===== src/rtl/ask4_defs.sv =====
// ---------------------------------------------------------------------------
// ask4_defs
//   Shared definitions for the 4-ASK symbol source and the downstream BER
//   checker: sample format, Gray symbol codes, default inner level, the
//   LFSR step function and the symbol -> level map.
//   No ports (package).
// ---------------------------------------------------------------------------
package ask4_defs;

    localparam int SAMPLE_W        = 18;     // signed 1s17 samples
    localparam int FRAC_BITS       = 17;
    localparam int LFSR_W          = 22;
    localparam int DEFAULT_LEVEL_A = 21845;  // ~1/6 in 1s17

    // Largest positive 1s17 value, used as the impulse amplitude.
    localparam logic [SAMPLE_W-1:0] FULL_SCALE = SAMPLE_W'((1 << FRAC_BITS) - 1);

    // Gray-coded 4-ASK symbols: adjacent levels differ in one bit.
    typedef enum logic [1:0] {
        SYM_M3 = 2'b00,
        SYM_M1 = 2'b01,
        SYM_P1 = 2'b11,
        SYM_P3 = 2'b10
    } sym_t;

    // One step of the x^22 + x^21 + 1 Fibonacci LFSR (shift left, feedback in).
    function automatic logic [LFSR_W-1:0] lfsr22_step(input logic [LFSR_W-1:0] s);
        return {s[LFSR_W-2:0], s[21] ^ s[20]};
    endfunction

    // Gray symbol to signed level. The outer level is 3*a truncated to the
    // sample width; range is guarded at elaboration by the instantiating top.
    function automatic logic [SAMPLE_W-1:0] sym_to_level(input logic [1:0]          sym,
                                                         input logic [SAMPLE_W-1:0] level_a);
        logic [SAMPLE_W-1:0] inner;
        logic [SAMPLE_W-1:0] outer;
        logic [SAMPLE_W-1:0] lvl;
        inner = level_a;
        outer = SAMPLE_W'({2'b00, level_a} * 20'd3);
        case (sym_t'(sym))
            SYM_M3:  lvl = -outer;
            SYM_M1:  lvl = -inner;
            SYM_P1:  lvl = inner;
            SYM_P3:  lvl = outer;
            default: lvl = '0;
        endcase
        return lvl;
    endfunction

endpackage


===== src/rtl/lfsr22.sv =====
// ---------------------------------------------------------------------------
// lfsr22
//   22-bit maximal-length LFSR (x^22 + x^21 + 1). Shared with the BER checker
//   so both ends generate the identical PRBS.
// Ports:
//   clk    in   1   clock
//   reset  in   1   synchronous, active-high; loads seed (0 is replaced by 1)
//   adv    in   1   advance one step this edge
//   seed   in   22  reset value
//   state  out  22  current register contents
// ---------------------------------------------------------------------------
module lfsr22
    import ask4_defs::*;
(
    input  logic              clk,
    input  logic              reset,
    input  logic              adv,
    input  logic [LFSR_W-1:0] seed,
    output logic [LFSR_W-1:0] state
);

    logic [LFSR_W-1:0] state_reg;
    logic [LFSR_W-1:0] seed_safe;

    // All-zero is the lock-up state of an XOR LFSR, so never load it.
    assign seed_safe = (seed == '0) ? LFSR_W'(1) : seed;

    always_ff @(posedge clk) begin
        if (reset) begin
            state_reg <= seed_safe;
        end else if (adv) begin
            state_reg <= lfsr22_step(state_reg);
        end
    end

    assign state = state_reg;

endmodule


===== src/rtl/ask4_symbol_source.sv =====
// ---------------------------------------------------------------------------
// ask4_symbol_source
//   Stimulus stage for the 31-tap pulse-shaping FIR. Produces a PRBS 2-bit
//   symbol stream, Gray-maps it to 4-ASK levels (1s17) and zero-stuffs it up
//   to the sample rate. A one-cycle strobe marks samples carrying a symbol.
//
//   Build option IMPULSE_TEST_EN: replaces the PRBS map with a full-scale
//   impulse every IMPULSE_PERIOD symbol slots (slot 0 after reset) for FIR
//   impulse-response capture. The LFSR keeps advancing in either build.
//
// Ports:
//   clk         in   1   sample clock
//   reset       in   1   synchronous, active-high
//   enable      in   1   advance enable; low holds phase and LFSR
//   x_out       out  18  signed 1s17 sample to FIR x_in (registered)
//   sym_strobe  out  1   high for the cycle x_out carries a symbol
//   sym_out     out  2   Gray bits of the current symbol (registered)
// ---------------------------------------------------------------------------
module ask4_symbol_source
    import ask4_defs::*;
#(
    parameter int                UPSAMPLE       = 4,
    parameter int                LEVEL_A        = DEFAULT_LEVEL_A,
    parameter logic [LFSR_W-1:0] LFSR_SEED      = 22'h000001,
    parameter int                IMPULSE_PERIOD = 16
)
(
    input  logic                clk,
    input  logic                reset,
    input  logic                enable,
    output logic [SAMPLE_W-1:0] x_out,
    output logic                sym_strobe,
    output logic [1:0]          sym_out
);

    // ---------------------------------------------------------------------
    // Elaboration checks
    // ---------------------------------------------------------------------
    if (UPSAMPLE < 2 || UPSAMPLE > 16) begin : g_bad_upsample
        $error("ask4_symbol_source: UPSAMPLE must be in 2..16");
    end
    if (LEVEL_A < 0 || 3 * LEVEL_A > 131071) begin : g_bad_level
        $error("ask4_symbol_source: 3*LEVEL_A must fit in 0..131071");
    end
    if (IMPULSE_PERIOD < 1) begin : g_bad_period
        $error("ask4_symbol_source: IMPULSE_PERIOD must be at least 1");
    end

    localparam int                  PHASE_W     = $clog2(UPSAMPLE);
    localparam logic [PHASE_W-1:0]  PHASE_LAST  = PHASE_W'(UPSAMPLE - 1);
    localparam logic [SAMPLE_W-1:0] LEVEL_A_VEC = SAMPLE_W'(LEVEL_A);

    logic [PHASE_W-1:0]  phase_reg;
    logic [PHASE_W-1:0]  phase_next;
    logic                sym_cycle;
    logic [LFSR_W-1:0]   lfsr_state;
    logic [1:0]          sym_value;
    logic [SAMPLE_W-1:0] level;

    logic [SAMPLE_W-1:0] x_reg;
    logic [SAMPLE_W-1:0] x_next;
    logic                strobe_reg;
    logic                strobe_next;
    logic [1:0]          sym_reg;
    logic [1:0]          sym_next;

    // A symbol is launched on the enabled cycle where the phase is zero.
    assign sym_cycle = enable && (phase_reg == '0);

    // ---------------------------------------------------------------------
    // Phase counter
    // ---------------------------------------------------------------------
    always_comb begin
        phase_next = phase_reg + PHASE_W'(1);
        if (phase_reg == PHASE_LAST) begin
            phase_next = '0;
        end
    end

    always_ff @(posedge clk) begin
        if (reset) begin
            phase_reg <= '0;
        end else if (enable) begin
            phase_reg <= phase_next;
        end
    end

    // ---------------------------------------------------------------------
    // PRBS source
    // ---------------------------------------------------------------------
    lfsr22 u_lfsr (
        .clk   (clk),
        .reset (reset),
        .adv   (sym_cycle),
        .seed  (LFSR_SEED),
        .state (lfsr_state)
    );

    // The LFSR must never lock up at zero; the seed guard makes that
    // unreachable, so a hit here means corrupted state.
    always_ff @(posedge clk) begin
        if (!reset) begin
            assert (lfsr_state != '0);
        end
    end

`ifdef IMPULSE_TEST_EN
    // ---------------------------------------------------------------------
    // Impulse mode: slot counter over symbol slots, impulse on slot 0
    // ---------------------------------------------------------------------
    localparam int                 SLOT_W    = (IMPULSE_PERIOD > 1) ? $clog2(IMPULSE_PERIOD) : 1;
    localparam logic [SLOT_W-1:0]  SLOT_LAST = SLOT_W'(IMPULSE_PERIOD - 1);

    logic [SLOT_W-1:0] slot_reg;
    logic [SLOT_W-1:0] slot_next;
    logic              impulse_slot;

    always_comb begin
        slot_next = slot_reg + SLOT_W'(1);
        if (slot_reg == SLOT_LAST) begin
            slot_next = '0;
        end
    end

    always_ff @(posedge clk) begin
        if (reset) begin
            slot_reg <= '0;
        end else if (sym_cycle) begin
            slot_reg <= slot_next;
        end
    end

    assign impulse_slot = (slot_reg == '0);
    assign sym_value    = impulse_slot ? SYM_P3 : SYM_M3;
    assign level        = impulse_slot ? FULL_SCALE : '0;
`else
    // Symbol bits are the low two bits of the LFSR after this cycle's step,
    // taken combinationally so the symbol appears one edge after phase==0.
    assign sym_value = {lfsr_state[0], lfsr_state[21] ^ lfsr_state[20]};
    assign level     = sym_to_level(sym_value, LEVEL_A_VEC);
`endif

    // ---------------------------------------------------------------------
    // Output registers: zero-stuff between symbols and during stalls
    // ---------------------------------------------------------------------
    always_comb begin
        x_next      = '0;
        strobe_next = 1'b0;
        sym_next    = sym_reg;
        if (sym_cycle) begin
            x_next      = level;
            strobe_next = 1'b1;
            sym_next    = sym_value;
        end
    end

    always_ff @(posedge clk) begin
        if (reset) begin
            x_reg      <= '0;
            strobe_reg <= 1'b0;
            sym_reg    <= 2'b00;
        end else begin
            x_reg      <= x_next;
            strobe_reg <= strobe_next;
            sym_reg    <= sym_next;
        end
    end

    assign x_out      = x_reg;
    assign sym_strobe = strobe_reg;
    assign sym_out    = sym_reg;

endmodule


===== config.mk =====
export PLATFORM = sky130hd
export DESIGN_NAME = ask4_symbol_source
export DESIGN_NICKNAME = d
export VERILOG_FILES = /design/src/rtl/ask4_defs.sv /design/src/rtl/lfsr22.sv /design/src/rtl/ask4_symbol_source.sv
export SDC_FILE = /design/constraint.sdc
export NUM_CORES = 1
export LEC_CHECK = 0
export BUFFER_PORTS_ARGS = -buffer_cell sky130_fd_sc_hd__buf_2
export CAP_MARGIN = 30
export CORE_MARGIN = 4
export CORE_UTILIZATION = 31
export DETAILED_ROUTE_END_ITERATION = 8
export GPL_TIMING_DRIVEN = 0
export PLACE_DENSITY_LB_ADDON = 0.3
export SKIP_LAST_GASP = 1
export SYNTH_ARGS = -nofsm -noshare
export SYNTH_HDL_FRONTEND = slang
export SYNTH_HIERARCHICAL = 1
export SYNTH_SLANG_ARGS = --single-unit

===== constraint.sdc =====
create_clock -name clk -period 2.44 [get_ports clk]
set_input_delay 0.122 -clock clk [delete_from_list [all_inputs] [get_ports clk]]
set_output_delay 0.122 -clock clk [all_outputs]
set_load 0.02 [all_outputs]

Word level (Yosys, flattened, before mapping). Cells that the tools add are included.

ROM bits: 0. Latch bits: 0. Bits in registers: 45. Memories: 0. Output and inout port bits: 21. Memory bits (writable): 0.

Bitwise gates (word level): 2. $lt $le $gt $ge: 0. $add $sub $neg: 1. Multiply operators: 0. Reductions and logical operators: 4. Equal/unequal tests: 4. Shift-type cells: 0. Mux-type cells: 3. Divide/modulo/power cells: 0.

Operators by type and width (count): case mux 18 bit (4 select lines) (1); == test 2 bit, second input constant (3); zero test 2 bit (2); adder 2 x 1 -> 2 bit, second input constant (1); == test 2 x 1 -> 1 bit, second input constant (1); 2-to-1 mux 2 bit (1); OR reduction 2 bit (1); logical AND 1 bit (1); 2-to-1 mux 1 bit (1); NOT 1 bit (1); XOR 1 bit (1).

Longest topological paths before layout. Gate-level depths: netlist of the first run.

Depth after elaboration: 4. Mapped depth: 5.

Hierarchy. Netlist of the first run, hierarchy kept.

Modules (own cells, without submodules): lfsr22 (cells an instance 58, area each 1014.7 µm², instances 1); ask4_symbol_source (cells an instance 50, area each 476.7 µm², instances 1).

Worst setup path after synthesis of the first run. No wires, ideal clock.

Kind: reg2reg. Start point: reg phase_reg[0]. End point: reg u_lfsr.state_reg[0], in the netlist u_lfsr/state[0], enable pin. Period minus slack after synthesis: 1.563 ns. Arrival time: 1.258 ns. Stages on the path, launching flop included: 6. Path buffers: 0. Required time: 2.135 ns. Slack: 0.877 ns. Cells stage by stage: dfxtp_1 inv_1 ha_1 nand2_1 inv_1 or2_2.

Word-level cells in the longest chain between the ends: 2.

Ends and longest elaborated chain: from (decl) (RTL line ask4_symbol_source.sv:53) `logic [PHASE_W-1:0] phase_reg;`; from (signal assigned) (RTL line ask4_symbol_source.sv:84) `phase_reg <= phase_next;`; zero test 2 bit (RTL line ask4_symbol_source.sv:68) `assign sym_cycle = enable && (phase_reg == '0);`; logical AND 1 bit (RTL line ask4_symbol_source.sv:68); to (signal assigned) (RTL line lfsr22.sv:30) `state_reg <= seed_safe;`; to (signal assigned) (RTL line lfsr22.sv:32) `state_reg <= lfsr22_step(state_reg);`; to (decl) (RTL line lfsr22.sv:22) `logic [LFSR_W-1:0] state_reg;`.

No other way between the ends. A chain may end at the register's enable or synchronous reset.

Worst setup path after layout of the first run.
Start point: reg phase_reg[0]. End point: reg u_lfsr.state_reg[19], in the netlist u_lfsr/state[19], enable pin.

Same word-level chain as after synthesis.

==> results of run 1 <==
synthesized netlist by cell type, types with 2 or more instances:
cell type	number	share of area, %
a21oi_1	2	0.67
buf_4	17	8.6
conb_1	2	0.50
dfxtp_1	9	12
edfxtp_1	22	44
ha_1	2	1.7
inv_1	3	0.75
mux2_2	21	16
nand2_1	3	0.75
nor2_1	3	0.75
nor3_1	2	0.67
nor4_1	4	1.7
xnor2_1	2	1.2
cell type report:
type | count | area (um2)
Multi-Input combinational cell | 97 | 654
Sequential cell | 31 | 841
Inverter | 3 | 11.3
Fill cell | 433 | 2610
Tap cell | 52 | 65.1
Clock buffer | 8 | 80.1
Timing Repair Buffer | 21 | 105
Buffer | 19 | 143
power groups by stage:
stage	logic [uW]	clock network (uW)	registers, uW
after global placement	208	0	669
final	216	372	660
after detailed placement	215	0	672
after floorplan	160	0	675
after CTS	217	391	662
after global routing	237	424	668
logic make-up (layout without fill, tap and decap cells):
group | Yosys count | after routing | share of synthesized area (%)
XOR/XNOR | 3 | 3 | 2.68
other | 2 | 44 | 0.504
adder cells (fa/ha/maj) | 2 | 2 | 1.68
multiplexers | 22 | 22 | 16.5
AND/OR/NAND/NOR | 20 | 20 | 8.81
buffers and inverters | 22 | 51 | 10.3
flip-flops | 31 | 31 | 56.4
AO/OA/AOI/OAI | 6 | 6 | 3.10
per-layer routing:
layer | vias up | track usage [%]
met5 | - | 0
met4 | 0 | 4.80
met3 | 6 | 4.28
met2 | 29 | 14.6
met1 | 424 | 9.64
li1 | 471 | -
worst reg2reg max path, cell delays in order (launching register included):
cell	delay [ns]
dfxtp_1	0.36
inv_1	0.06
ha_1	0.25
nand2_1	0.21
inv_1	0.06
or2_2	0.49
metrics by stage:
| stage | worst slack, ns | hold WS (ns) | std cells |
|---|---|---|---|
| final | 0.683 | 0.0958 | 231 |
| after global routing | 0.507 | 0.0854 | 231 |
| after CTS | 0.665 | 0.0803 | 231 |
| after detailed placement | 0.693 | 0.388 | 223 |
| after global placement | 0.742 | 0.380 | 223 |
| after floorplan | 0.877 | 0.365 | 150 |
path summary, 6_finish.rpt:
check / from / endpoint / cells after the start
setup / recovery: phase_reg[0]$_SDFFE_PP0P_ / u_lfsr/state[19]$_DFFE_PP_ / 5
hold / removal: enable / sym_out[0]$_SDFFE_PP0P_ / 2
setup reg to reg: phase_reg[0]$_SDFFE_PP0P_ / u_lfsr/state[19]$_DFFE_PP_ / 5
hold reg to reg: phase_reg[0]$_SDFFE_PP0P_ / phase_reg[0]$_SDFFE_PP0P_ / 2
==> metrics.txt, run 1 <==
status=completed; Max H-tree Level=2; Clock power frac=between 20% and 30%; CORE AREA=4500 um2; overall power=around 1200 uW; cell area after layout=1900 um2; Post-synth EDFFs=22; initial drt markers=49; CTS tree=done; Fin. Hold Viols=0; DR WL met3=200 um; Tot GR Track Use=~9%; drt first pass iters=4; WL/cell=10.2 um; Yosys reg bits=31; Syn Inst Count=108; WS Path Type=flop to flop; Worst-Skew Late Latency=around 0.28 ns; sequential fraction of the synthesis area=56.4%; Synth cell types=29; # DRC=0; Hold Buf Count CTS=0; Combinational Power Share=between 10% and 20%; post-route setup TNS=0 ns; io pins=24; vias post-DR=930; Cell Area, Placed=1820 um2; total CTS buffers=5; Rel. slew slack=around two thirds; Setup Skew=0.00589 ns; post-CTS sizing=0; Die Area=5980 um2; GPL Wtd Cong=0.679; met1 WL=between 900 and 1000 um; critical path data required time=2.40 ns; RSZ-0062 raised after global routing=false; WP buf/inv=2; # clock sinks=31; synth warn=6; Final nets=183; Period minus WS final=1.76 ns; vias in the first global route=roughly 960; Max-cap violations=0; switch share=between 20% and 30%; Reg power frac=a little over half; Tcrit/Tclk final=72.0%; CP startpoint kind=flop; Routed WL=2350 um; CP top delay family=simple AND/OR/NAND/NOR gates; Die Y=77.4 um; first-pass GRT wire length=4150 um; Initial Util=33.1%; Final setup viols=0; largest net degree at the start of global routing=23; ANT nets after route=0; worst slew pin tran=0.520 ns; Routed met2 length=1100 um; clock root buffer=clkbuf_8; CP max-delay cell=or2_2; Clock Path Buffers=2; Core Util, Final=a little over two fifths; Avg Cell Area, Syn=13.8 um2; Max FO, Critical Path=22; Port Buf Inserts=21; maximum clock rate=569 MHz; dpl hpwl=between 1500 and 2000 um; worst reg2reg setup slack=between 0.6 and 0.7 ns; Pint=941 uW; clock transition at the registers of the reported paths=around 0.060 ns; endpoint class of the critical path=flop; async set-reset flop share out of synthesis=0%; layout cells sized above 1=39.1%; cell mode on critical path=inv_1; n_diodes=0; most frequent cells in the layout=conb_1, edfxtp_1, buf_2, mux2_2, buf_4; Pwr per Cell Area=657 nW/um2; Vias/cell=4.03; ys flop type=edfxtp_1; Critical Path AT=around 1.7 ns; P_sw=307 uW; # Post-CTS Setup Buffers=0; max incr delay on CP=0.49 ns; Cell Area, Synth=1490 um2; area grow syn2layout=27.3%; most common cell after layout, fill and taps aside=conb_1; Overflow after GRT=0; max reg flops=22; Leak=around 0.00088 uW; Slew Limit Fails=0; initial antenna violation count=0; Row Count=24; VDD IR max=about 0.32 mV; crit-path cells=inv_1 > ha_1 > nand2_1 > inv_1 > or2_2; DR top layer=met4; worst hold path type=input pin to flop; die width=77.4 um
(Power assumes the default switching activity.)
==> run 2, diff against run 1 <==
- ABC_AREA: unset -> 1
- clock period: 2.44 -> 1.8 ns (I/O delays scaled with it)
==> run 2 against run 1 <==
- global-route usage is essentially flat
- final area grew 3.2%
- critical path type unchanged
- largest cell class unchanged
- routed wire length grew 1.7%
- clock skew shrank 0.0034 ns
==> metrics.txt, run 2 <==
GPL Wtd Cong=0.666 (-1.9%); Die Y=77.7 um (+0.37%); sequential fraction of the synthesis area=55.9% (-0.47 points); Setup Skew=0.00251 ns (-0.00339 ns); Synth area leaders=edfxtp_1, nand2_1, dfxtp_1, buf_4, nor2_1; initial drt markers=90 (+84%); WS Path Type=flop to flop; most common cell in the synthesized netlist=nand2_1; post-synth top area share=43.9% (-0.37 points); Hold Buf Count CTS=0 (unchanged); Tcrit/Tclk final=87.0% (+15 points); Pint=1350 uW (+43%); total CTS buffers=5 (unchanged); Max-cap violations=0 (unchanged); Cell Area, Placed=1850 um2 (+1.9%); endpoint class of the critical path=flop; commonest cells in the netlist=nand2_1, edfxtp_1, nor2_1, buf_4, inv_1; die width=77.7 um (+0.37%); Leak=0.00107 uW (+22%); cells on worst reg2reg path=5 (unchanged); P_sw=434 uW (+42%); async set-reset flop share out of synthesis=0% (unchanged); Fin. Hold Viols=0 (unchanged); max reg flops=22 (unchanged); Avg Cell Area, Syn=8.59 um2 (-38%); Rel. slew slack=64.9% (-0.41 points); ANT nets after route=0 (unchanged); Critical Path End=u_lfsr/state[12]$_DFFE_PP_; crit-path cells=inv_1 > ha_1 > nand2_2 > inv_2 > or2_2; ys flop type=edfxtp_1; status=completed; Combinational Power Share=14.1% (-3.2 points); io pins=24 (unchanged); Critical Path AT=1.52 ns (-0.19 ns); clock transition at the registers of the reported paths=0.06 ns (about the same); most frequent cells in the layout=nand2_1, conb_1, buf_2; WHS=0.138 ns (+0.0419 ns); # DRC=0 (unchanged); Yosys reg bits=31 (unchanged); VDD IR max=0.277 mV (-13%); GR peak layer=met2; Clock Path Buffers=2 (unchanged); Max FO, Critical Path=22 (unchanged); non-filler cells, final=313 (+35%); dpl hpwl=1740 um (+0.48%); drt first pass iters=4 (unchanged); Initial Util=31.8% (-1.3 points); CP top delay family=simple AND/OR/NAND/NOR gates; post-CTS sizing=0 (unchanged); CP max-delay cell=or2_2; Placed Cells=305 (+37%); most common cell after layout, fill and taps aside=nand2_1; Pwr per Cell Area=910 nW/um2 (+39%); Final nets=250 (+37%); Overflow after GRT=0 (unchanged); first-pass GRT wire length=4220 um (+1.7%); CTS tree=done; critical path data required time=1.76 ns (-0.64 ns); Synth cell types=21 (-28%); area grow syn2layout=30.4%; vias post-DR=1100 (+18%); max incr delay on CP=0.49 ns (about the same); initial antenna violation count=0 (unchanged); met1 usage=10.4% (+0.76 points); Die Area=6030 um2 (+0.75%); multi-input logic area=639 um2 (-2.3%); n_diodes=0 (unchanged); Vias/cell=3.51 (-13%); Port Buf Inserts=23 (+9.5%); CORE AREA=4720 um2 (+4.9%); RSZ-0062 raised after global routing=false; WP buf/inv=2 (unchanged); worst slew pin tran=0.526 ns (+0.00611 ns); end of the worst register-to-register path=u_lfsr/state[12]$_DFFE_PP_; fill count=500 (+15%); Setup crit start=phase_reg[0]$_SDFFE_PP0P_; switch share=24.3% (-0.25 points); Tot GR Track Use=8.93% (-0.033 points); CP startpoint kind=flop; Syn Inst Count=175 (+62%); Period minus WS final=1.57 ns (-0.191 ns); Max H-tree Level=2 (unchanged); # clock sinks=31 (unchanged); met2 usage=14.0% (-0.64 points); Slew Limit Fails=0 (unchanged); vias in the first global route=991 (+3.8%); r2r startpoint=phase_reg[0]$_SDFFE_PP0P_; WL/cell=7.62 um (-25%); Cell Area, Synth=1500 um2 (+0.84%); Worst-Skew Late Latency=0.27 ns (about the same); post-route setup TNS=0 ns (unchanged); synth warn=6 (unchanged); Final setup viols=0 (unchanged); dominant cell type by area after synthesis=edfxtp_1; Row Count=25 (+4.2%); Routed WL=2390 um (+1.7%); Post-synth EDFFs=22 (unchanged); Global Route met3 Usage=3.25% (-1.0 points); Clock power frac=36.4% (+6.6 points); layout cells sized above 1=23.2% (-16 points); maximum clock rate=639 MHz (+12%); worst reg2reg setup slack=0.23 ns (-0.45 ns); largest net degree at the start of global routing=23 (unchanged); cell area after layout=1960 um2 (+3.2%); # Post-CTS Setup Buffers=0 (unchanged); worst hold path type=input pin to flop; clock root buffer=clkbuf_8; CP Depth=5 (unchanged); Reg power frac=49.6% (-3.3 points); register area=841 um2 (unchanged)
[run 2: how the worst min path moves through the flow]
stage                     cells after the start                         to    from
after detailed placement                      3  phase_reg[1]$_SDFFE_PP0P_  enable
after floorplan                               2  phase_reg[1]$_SDFFE_PP0P_  enable
after global placement                        3  phase_reg[1]$_SDFFE_PP0P_  enable
after CTS                                     3  phase_reg[1]$_SDFFE_PP0P_  enable
final                                         3  phase_reg[1]$_SDFFE_PP0P_  enable
after global routing                          3  phase_reg[1]$_SDFFE_PP0P_  enable
[run 2: layout make-up]
| cell class | count | share of cell area [%] |
|---|---|---|
| flip-flops and latches | 31 | 42.9 |
| multi-input cells | 153 | 32.6 |
| plain buffers | 18 | 6.38 |
| repair buffers | 23 | 5.87 |
| well taps | 67 | 4.28 |
| clock buffers | 5 | 3.51 |
| inverters | 13 | 2.49 |
| clock inverters | 3 | 1.98 |
[run 2: worst register-to-register path: stages, from the launching register on]
cell	delay (ns)
dfxtp_1	0.35
inv_1	0.06
ha_1	0.20
nand2_2	0.09
inv_2	0.05
or2_2	0.49
[run 2: cells by family after synthesis]
kind of cell / after synthesis / synth area share (%)
AOI/OAI and AO/OA: 8 / 3.41
xor gates and xnor gates: 1 / 0.582
adders and majority gates: 2 / 1.66
and+or+nand+nor: 100 / 26.4
buffers and inverters: 31 / 11.6
DFF: 31 / 55.9
other: 2 / 0.499
[run 2: metrics by stage]
stage / power [uW] / worst slack, ns / utilization (%)
after floorplan: 1090 / 0.363 / -
after global placement: 1150 / 0.238 / 39.2
after detailed placement: 1150 / 0.223 / 39.2
after CTS: 1810 / 0.215 / 41.5
after global routing: 1900 / 0.112 / 41.5
final: 1780 / 0.234 / 41.5
[run 2: routing by layer]
layer,wire (um),vias to the layer above
met2,1070,22
met5,0,-
met1,1140,446
li1,-,626
met3,116,6
met4,64,0
[run 2: power by group through the flow]
stage	Sequential (uW)	Clock, uW	Combinational (uW)
final	884	649	251
after global routing	894	712	289
after CTS	886	671	254
after detailed placement	901	0	253
after global placement	899	0	248
after floorplan	906	0	182
==> run 3, diff against run 2 <==
- PLACE_DENSITY: unset -> 0.55
- PLACE_DENSITY_LB_ADDON: 0.3 -> unset
- RECOVER_POWER: unset -> 50
==> run 3 against run 2 <==
- flip-flop and latch count unchanged
- final cell count unchanged
- critical path depth unchanged
- worst setup slack got worse by 0.0049 ns
- fmax decreased by 0.31%
- sequential share of layout area increased by 1.2 points
- largest power group unchanged
==> metrics.txt, run 3 (synthesis gave the netlist of run 2 again) <==
status=completed; cell area after layout=1910 um2 (-2.6%); Final setup viols=0 (unchanged); Initial Util=31.8% (unchanged); cell mode on critical path=inv_1; worst hold path type=input pin to flop; worst reg2reg setup slack=0.23 ns (about the same); Cell Area, Placed=1850 um2 (unchanged); CP startpoint kind=flop; Fin. Hold Viols=0 (unchanged); CTS tree=done; Max H-tree Level=2 (unchanged); Critical Path AT=1.53 ns (about the same); maximum clock rate=637 MHz (-0.31%); layout cells sized above 1=17.5% (-5.7 points); most frequent cells in the layout=nand2_1, conb_1, edfxtp_1; register area=841 um2 (unchanged); total CTS buffers=5 (unchanged); # Post-CTS Setup Buffers=0 (unchanged); cells on worst reg2reg path=5 (unchanged); drt first pass iters=4 (unchanged); multi-input logic area=626 um2 (-2.2%); Worst-Skew Late Latency=0.28 ns (about the same); r2r startpoint=phase_reg[0]$_SDFFE_PP0P_; WP buf/inv=2 (unchanged); largest net degree at the start of global routing=23 (unchanged); RSZ-0062 raised after global routing=false; vias in the first global route=1050 (+6.0%); Slew Limit Fails=0 (unchanged); most common cell after layout, fill and taps aside=nand2_1; Max-cap violations=0 (unchanged); Overflow after GRT=0 (unchanged); Period minus WS final=1.57 ns (+0.00490 ns); Leak=0.00102 uW (-5.2%); WL/cell=7.80 um (+2.3%); Placed Cells=305 (unchanged); n_diodes=0 (unchanged); Core Util, Final=40.4% (-1.1 points); Vias/cell=3.63 (+3.4%); CP top delay family=simple AND/OR/NAND/NOR gates; Rel. slew slack=64.7% (-0.21 points); Routed WL=2440 um (+2.3%); max incr delay on CP=0.50 ns (about the same); post-route setup TNS=0 ns (unchanged); # DRC=0 (unchanged); io pins=24 (unchanged); worst slew pin tran=0.529 ns (+0.00315 ns); # clock sinks=31 (unchanged); Row Count=25 (unchanged); area grow syn2layout=27.0%; CP Depth=5 (unchanged); Die Y=77.7 um (unchanged); crit-path cells=inv_1 > ha_1 > nand2_1 > inv_1 > or2_2; dpl hpwl=1750 um (+0.37%); vias post-DR=1137 (+3.4%); GPL Wtd Cong=0.666 (about the same); Clock Path Buffers=2 (unchanged); Max FO, Critical Path=22 (unchanged); Setup crit start=phase_reg[0]$_SDFFE_PP0P_; die width=77.7 um (unchanged); CP max-delay cell=or2_2; first-pass GRT wire length=4380 um (+3.9%); clock transition at the registers of the reported paths=0.06 ns (about the same); WHS=0.140 ns (+0.00187 ns); fill count=497 (-0.60%); Tot GR Track Use=9.28% (+0.35 points); initial antenna violation count=0 (unchanged); endpoint class of the critical path=flop; ANT nets after route=0 (unchanged); post-CTS sizing=0 (unchanged); Final nets=250 (unchanged); initial drt markers=65 (-28%); VDD IR max=0.238 mV (-14%); max reg flops=22 (unchanged); clock root buffer=clkbuf_8; Tcrit/Tclk final=87.3% (+0.27 points); end of the worst register-to-register path=u_lfsr/state[5]$_DFFE_PP_; Critical Path End=u_lfsr/state[5]$_DFFE_PP_; Hold Buf Count CTS=0 (unchanged); Hold Crit Depth=3 (unchanged); Pwr per Cell Area=858 nW/um2 (-5.8%); Port Buf Inserts=23 (unchanged); CORE AREA=4720 um2 (unchanged); non-filler cells, final=313 (unchanged); Die Area=6030 um2 (unchanged); critical path data required time=1.76 ns (about the same); WS Path Type=flop to flop; Setup Skew=0.00350 ns (+0.000993 ns)
-- run 3: final cells by class --
class | count | share of cell area (%)
Inverter | 13 | 2.56
Sequential cell | 31 | 44.0
Timing Repair Buffer | 23 | 5.50
Buffer | 18 | 6.55
Multi-Input combinational cell | 153 | 32.8
Clock buffer | 8 | 4.19
Tap cell | 67 | 4.39
-- run 3: metrics by stage --
step                      power, uW  setup slack (ns)
after global routing           1750            0.0715
after detailed placement       1150             0.225
after global placement         1150             0.229
after CTS                      1670             0.217
final                          1640             0.229
after floorplan                1090             0.363
-- run 3: power by group --
part	switching, uW	leakage (uW)	internal (uW)
Sequential	33.5	0.000299	853
Combinational	153	0.000680	87.6
Clock	236	0.0000395	274
Total	423	0.00102	1210
-- run 3: worst min-delay path by stage --
stage / start / slack [ns] / to
2_1_floorplan: enable / 0.27 / phase_reg[1]$_SDFFE_PP0P_
4_1_cts: enable / 0.14 / phase_reg[1]$_SDFFE_PP0P_
3_3_place_gp: enable / 0.42 / phase_reg[1]$_SDFFE_PP0P_
3_5_place_dp: enable / 0.43 / phase_reg[1]$_SDFFE_PP0P_
6_report: enable / 0.14 / phase_reg[1]$_SDFFE_PP0P_
5_1_grt: enable / 0.16 / phase_reg[1]$_SDFFE_PP0P_
-- run 3: worst register-to-register path: stages, from the launching register on --
cell	delay, ns
dfxtp_1	0.35
inv_1	0.06
ha_1	0.19
nand2_1	0.11
inv_1	0.06
or2_2	0.50
-- run 3: layer usage --
metal | global-route usage, % | up-vias | share of wire, %
met2 | 14.6 | 25 | 47
li1 | - | 627 | -
met3 | 3.25 | 4 | 5.3
met4 | 5.87 | 0 | 2.4
met1 | 10.6 | 481 | 45
met5 | 0 | - | 0
